File: src/rtl/hwpe_stream_streamer_queue_mc.sv
// Purpose : per-channel ctrl/flags queues between a controller and its streamers, with
//           outstanding-credit accounting, idle detection and sticky underflow flag.
// Latency : one cycle through each FIFO (pushed at edge N, visible on pop side at N+1).
// Backpr. : push ready = FIFO not-full (ctrl side also gated by credit); never depends on pop ready.
// Ports   : clk_i/rst_i/clear_i; ctrl_* controller->queue; streamer_ctrl_* queue->streamer;
//           streamer_flags_* streamer->queue; flags_* queue->controller;
//           outstanding_o/idle_o/underflow_o per-channel status, channel c packed at slice c.

// Generic circular-buffer FIFO used for both directions of every channel.
module hwpe_stream_streamer_queue_mc_fifo #(
   parameter int unsigned WIDTH = 8,
   parameter int unsigned DEPTH = 2
) (
   input  logic             clk_i,
   input  logic             rst_i,
   input  logic             clear_i,
   input  logic [WIDTH-1:0] push_data_i,
   input  logic             push_valid_i,
   output logic             push_ready_o,
   output logic [WIDTH-1:0] pop_data_o,
   output logic             pop_valid_o,
   input  logic             pop_ready_i
);
   localparam int unsigned PW = (DEPTH > 1) ? $clog2(DEPTH) : 1;
   localparam int unsigned CW = $clog2(DEPTH + 1);

   logic [WIDTH-1:0] mem_q [DEPTH];
   logic [PW-1:0]    wr_q, wr_d, rd_q, rd_d;
   logic [CW-1:0]    cnt_q, cnt_d;
   logic             push_ok, pop_ok;

   assign push_ready_o = (cnt_q != CW'(DEPTH));
   assign pop_valid_o  = (cnt_q != '0);
   assign pop_data_o   = mem_q[rd_q];
   assign push_ok      = push_valid_i && push_ready_o;
   assign pop_ok       = pop_ready_i && pop_valid_o;

   always_comb begin
      wr_d  = wr_q;
      rd_d  = rd_q;
      cnt_d = cnt_q + CW'(push_ok) - CW'(pop_ok);
      if (push_ok) begin
         wr_d = (wr_q == PW'(DEPTH - 1)) ? '0 : wr_q + PW'(1);
      end
      if (pop_ok) begin
         rd_d = (rd_q == PW'(DEPTH - 1)) ? '0 : rd_q + PW'(1);
      end
   end

   always_ff @(posedge clk_i) begin
      if (rst_i || clear_i) begin
         wr_q  <= '0;
         rd_q  <= '0;
         cnt_q <= '0;
      end else begin
         wr_q  <= wr_d;
         rd_q  <= rd_d;
         cnt_q <= cnt_d;
      end
   end

   // Storage is not reset: entries are only observable while counted as valid.
   always_ff @(posedge clk_i) begin
      if (push_ok && !(rst_i || clear_i)) begin
         mem_q[wr_q] <= push_data_i;
      end
   end
endmodule

module hwpe_stream_streamer_queue_mc #(
   parameter int unsigned NB_CHANNELS     = 2,
   parameter int unsigned CTRL_WIDTH      = 64,
   parameter int unsigned FLAGS_WIDTH     = 32,
   parameter int unsigned FIFO_DEPTH      = 2,
   parameter int unsigned MAX_OUTSTANDING = 4,
   localparam int unsigned CNT_W          = $clog2(MAX_OUTSTANDING + 1)
) (
   input  logic                               clk_i,
   input  logic                               rst_i,
   input  logic                               clear_i,
   input  logic [NB_CHANNELS*CTRL_WIDTH-1:0]  ctrl_data_i,
   input  logic [NB_CHANNELS-1:0]             ctrl_valid_i,
   output logic [NB_CHANNELS-1:0]             ctrl_ready_o,
   output logic [NB_CHANNELS*CTRL_WIDTH-1:0]  streamer_ctrl_data_o,
   output logic [NB_CHANNELS-1:0]             streamer_ctrl_valid_o,
   input  logic [NB_CHANNELS-1:0]             streamer_ctrl_ready_i,
   input  logic [NB_CHANNELS*FLAGS_WIDTH-1:0] streamer_flags_data_i,
   input  logic [NB_CHANNELS-1:0]             streamer_flags_valid_i,
   output logic [NB_CHANNELS-1:0]             streamer_flags_ready_o,
   output logic [NB_CHANNELS*FLAGS_WIDTH-1:0] flags_data_o,
   output logic [NB_CHANNELS-1:0]             flags_valid_o,
   input  logic [NB_CHANNELS-1:0]             flags_ready_i,
   output logic [NB_CHANNELS*CNT_W-1:0]       outstanding_o,
   output logic [NB_CHANNELS-1:0]             idle_o,
   output logic [NB_CHANNELS-1:0]             underflow_o
);
   for (genvar c = 0; c < NB_CHANNELS; c++) begin : g_ch
      logic             ctrl_push_rdy;
      logic             credit_ok;
      logic             ctrl_xfer, flags_xfer;
      logic [CNT_W-1:0] out_q, out_d;
      logic             uf_q, uf_d;

      assign credit_ok       = (out_q < CNT_W'(MAX_OUTSTANDING));
      assign ctrl_ready_o[c] = ctrl_push_rdy && credit_ok;
      assign ctrl_xfer       = ctrl_valid_i[c] && ctrl_ready_o[c];
      assign flags_xfer      = flags_valid_o[c] && flags_ready_i[c];

      // Credit gating is applied on the push valid so the FIFO only sees accepted words.
      hwpe_stream_streamer_queue_mc_fifo #(
         .WIDTH (CTRL_WIDTH),
         .DEPTH (FIFO_DEPTH)
      ) i_ctrl_fifo (
         .clk_i        (clk_i),
         .rst_i        (rst_i),
         .clear_i      (clear_i),
         .push_data_i  (ctrl_data_i[c*CTRL_WIDTH +: CTRL_WIDTH]),
         .push_valid_i (ctrl_valid_i[c] && credit_ok),
         .push_ready_o (ctrl_push_rdy),
         .pop_data_o   (streamer_ctrl_data_o[c*CTRL_WIDTH +: CTRL_WIDTH]),
         .pop_valid_o  (streamer_ctrl_valid_o[c]),
         .pop_ready_i  (streamer_ctrl_ready_i[c])
      );

      hwpe_stream_streamer_queue_mc_fifo #(
         .WIDTH (FLAGS_WIDTH),
         .DEPTH (FIFO_DEPTH)
      ) i_flags_fifo (
         .clk_i        (clk_i),
         .rst_i        (rst_i),
         .clear_i      (clear_i),
         .push_data_i  (streamer_flags_data_i[c*FLAGS_WIDTH +: FLAGS_WIDTH]),
         .push_valid_i (streamer_flags_valid_i[c]),
         .push_ready_o (streamer_flags_ready_o[c]),
         .pop_data_o   (flags_data_o[c*FLAGS_WIDTH +: FLAGS_WIDTH]),
         .pop_valid_o  (flags_valid_o[c]),
         .pop_ready_i  (flags_ready_i[c])
      );

      // A flags word delivered with no credit outstanding is a protocol error: it is
      // still delivered, the counter saturates at zero and the error is made sticky.
      always_comb begin
         out_d = out_q;
         uf_d  = uf_q;
         if (flags_xfer && (out_q == '0)) begin
            uf_d = 1'b1;
         end
         if (ctrl_xfer && !flags_xfer) begin
            out_d = out_q + CNT_W'(1);
         end else if (flags_xfer && !ctrl_xfer && (out_q != '0)) begin
            out_d = out_q - CNT_W'(1);
         end
      end

      always_ff @(posedge clk_i) begin
         if (rst_i || clear_i) begin
            out_q <= '0;
            uf_q  <= 1'b0;
         end else begin
            out_q <= out_d;
            uf_q  <= uf_d;
         end
      end

      assign outstanding_o[c*CNT_W +: CNT_W] = out_q;
      assign underflow_o[c]                  = uf_q;
      assign idle_o[c] = (out_q == '0) && !streamer_ctrl_valid_o[c] && !flags_valid_o[c];
   end
endmodule
File: config.mk
export PLATFORM = sky130hd
export DESIGN_NAME = hwpe_stream_streamer_queue_mc
export DESIGN_NICKNAME = d
export VERILOG_FILES = /design/src/rtl/hwpe_stream_streamer_queue_mc.sv
export SDC_FILE = /design/constraint.sdc
export NUM_CORES = 1
export LEC_CHECK = 0
export BUFFER_PORTS_ARGS = -buffer_cell sky130_fd_sc_hd__buf_2
export CAP_MARGIN = 20
export CORE_UTILIZATION = 35
export DETAILED_ROUTE_END_ITERATION = 10
export PLACE_DENSITY = 0.62
export SETUP_SLACK_MARGIN = 0.4
export SYNTH_ARGS = -nofsm -noshare
export SYNTH_HDL_FRONTEND = slang
export SYNTH_SLANG_ARGS = --single-unit
File: constraint.sdc
create_clock -name clk_i -period 9.1 [get_ports clk_i]
set_input_delay 1.365 -clock clk_i [delete_from_list [all_inputs] [get_ports clk_i]]
set_output_delay 1.365 -clock clk_i [all_outputs]
set_load 0.05 [all_outputs]
==> impl_metrics.toml <==
[place]
gp_congestion = 0.739
io_buffers = 412
dp_hpwl_um = 20300
post-place-ws_ns = 5.68

[sta]
tns_ns = 0
finalWorstSetupSlack_ns = 5.50
hold_viol = 0
finalCriticalPeriod_ns = 3.60
maxSlewViolCount = 0
fmax_mhz = 277
finalCritPeriodShare_pct = 39.6
fin_skew_ns = 0.0105
finalSetupViolCount = 0
rsz0062_at_grt = "false"
worst_pin_slew_ns = 0.913
slew_headroom_pct = 39.1
hold_slack_ns = 0.471

[clock_network]
cts_setup_buffers = 0
cts.repair.resized = 0
cts-htree-levels = 2
clk_pin_slew_ns = 0.06
clk_root_buffer_cell = "clkbuf_16"
cts_buffer_depth = 3
clock_latency_ns = 0.54
cts_tree = "yes"
ctsHoldBuffers = 0
cts_sinks = 412
cts_buffers = 43

[detailed_routing]
route.detailed.drc = 0
top_layer = "met5"
wl_per_cell_um = 17.1
route.vias.total = 8173
dr_wl_met2_um = 15500
ant_nets = 0
wl_met3_um = 2300
drtPass1Iterations = 5
wirelength_um = 31100
via_per_inst = 4.49
wl_met1_um = 12500
drt-initial-drc-count = 365

[worst_setup_path]
regToRegStartpoint = "g_ch[1].out_q[2]$_SDFFE_PP0P_"
critPathSlowestCell = "buf_4"
r2r.worst_path.cells = 4
arrival_ns = 2.24
crit_path_end_kind = "output port"
critical_path.max_fanout = 64
slowest_delay_ns = 0.65
cp_num_buf_inv = 2
required_ns = 7.74
r2r_end = "g_ch[1].i_ctrl_fifo.mem_q[1][55]$_DFFE_PP_"
r2r_setup_slack_ns = 6.96
crit_family = "buffers and inverters"
crit_chain = "buf_4 -> mux2_2 -> buf_2"
path_depth = 3
cp-start-kind = "register"
worstSetupPathType = "register to output port"

[synthesis]
synthTopCellsByArea = "edfxtp_1 (75%), mux2_2 (13%), dfxtp_1 (3.7%), mux2_1 (1.4%), buf_2 (0.72%)"
synth_nets = 978
synth.top_cell.area_share_pct = 75.2
ys_warn_count = 0
synth_edf_count = 384
synth_largest_area_cell = "edfxtp_1"
synth_seq_cells = 412
ys_types = 44
syn_area_per_cell_um2 = 20.0
synthArstFlopShare_pct = 0
syn_area_mm2 = 0.0153
synth_cells = 765
synth_seq_area_share_pct = 78.9
synthFlopType = "edfxtp_1"

[final_layout]
area_delta_synth_final_pct = 27.5
most-common-layout-cells = "buf_2 (412), edfxtp_1 (384), mux2_2 (173)"
final_common_cell = "buf_2"
final_net_count = 1415
layout-drive-gt1-share_pct = 56.1
fillers = 3848

[floorplanning]
fp.coreArea_mm2 = 0.0432
io_pins = 413
fp-row-count = 76
die_x_um = 211
dieArea_mm2 = 0.0446
fp.dieH_um = 211
initial_core_util_pct = 35.5

[global_route]
overflow = 0
grt_max_degree = 65
grt_pass1_wl_um = 45700
first_global_vias = 8272
antenna_found_initial = 3
grt_use_total_pct = 13.4

[power_and_ir_drop]
irDropWorstVdd_uv = 149
p_per_area_mw_per_mm2 = 224
total_leakage_power_nw = 7.20

[worst_hold_path]
hold_end = "g_ch[0].uf_q$_SDFFE_PP0P_"
hold_start = "g_ch[0].uf_q$_SDFFE_PP0P_"
hold_class = "register to register"
whs_path_depth = 2

[outcome]
status = "complete, no violations"

[run]
drv_cap = 0
## tightest hold or removal path: stages (launching register included)
cell and delay (ns):
dfxtp_1 0.33, a21oi_1 0.04, nor2_1 0.07
## cell families (layout without fill, tap and decap cells)
group,Yosys count,count (layout),synth area share (%)
AOI/OAI and AO/OA,20,20,1.04
xor gates and xnor gates,16,16,0.914
adders and majority gates,10,10,0.914
buffers and inverters,46,515,1.52
DFF,412,412,78.9
muxes,192,192,14.1
other,0,3,0
and+or+nand+nor,69,69,2.64
## layer usage
metal  GRT usage (%)  up-vias
met5               0        -
met4            5.20        2
met3            4.12       53
met2            22.7      265
met1            16.0     4025
li1                -     3828
## cell usage after synthesis, types with 4 or more instances
master and instances:
ha_1 8, nor2_1 22, buf_4 8, xor2_1 4, nor3b_1 4, xnor2_1 12
inv_2 4, buf_2 22, and3_1 4, mux2_2 173, nor3_1 5, dfxtp_1 28
mux2_1 19, edfxtp_1 384, inv_1 8, and2_1 8, nand2b_1 6
## state kept, by name (all words and copies together), names as in the netlist, named ones only
register                 cells
g_ch.i_flags_fifo.mem_q    128
g_ch.i_flags_fifo.wr_q       2
g_ch.i_ctrl_fifo.mem_q     256
g_ch.uf_q                    2
g_ch.i_ctrl_fifo.wr_q        2
g_ch.out_q                   6
g_ch.i_ctrl_fifo.rd_q        2
g_ch.i_ctrl_fifo.cnt_q       4
g_ch.i_flags_fifo.cnt_q      4
g_ch.i_flags_fifo.rd_q       2
## per-stage QoR
stage	power, mW	cells	area (µm²)	utilization [%]
after CTS	4.43	1819	19500	45.3
after detailed placement	2.59	1742	18100	41.9
after floorplan	2.47	765	15300	-
after global routing	4.51	1820	19500	45.3
after global placement	2.59	1742	18100	41.9
final	4.37	1822	19500	45.3
## how the worst max path moves through the flow
stage                                                            to
after global placement    g_ch[1].i_ctrl_fifo.mem_q[1][8]$_DFFE_PP_
after global routing                       streamer_ctrl_data_o[91]
after detailed placement  g_ch[1].i_ctrl_fifo.mem_q[1][9]$_DFFE_PP_
after CTS                                  streamer_ctrl_data_o[91]
final                                      streamer_ctrl_data_o[91]
after floorplan           g_ch[1].i_ctrl_fifo.mem_q[0][0]$_DFFE_PP_
## area by class of cell
type                       count  area (µm²)  share of cell area, %
timing repair buffer         425        2160                   11.0
inverter                      13        51.3                  0.262
sequential                   412       12100                   61.9
antenna                        3        7.51                 0.0384
multi-input combinational    307        3030                   15.5
tap                          585         732                   3.74
clock buffer                  47        1090                   5.58
clock inverter                30         383                   1.96
## power by group
group	internal (mW)	switching [mW]	leakage [nW]
clock	1.12	0.698	0.719
combinational	0.124	0.291	2.77
sequential	2.12	0.0145	3.72
(Power assumes the default switching activity.)
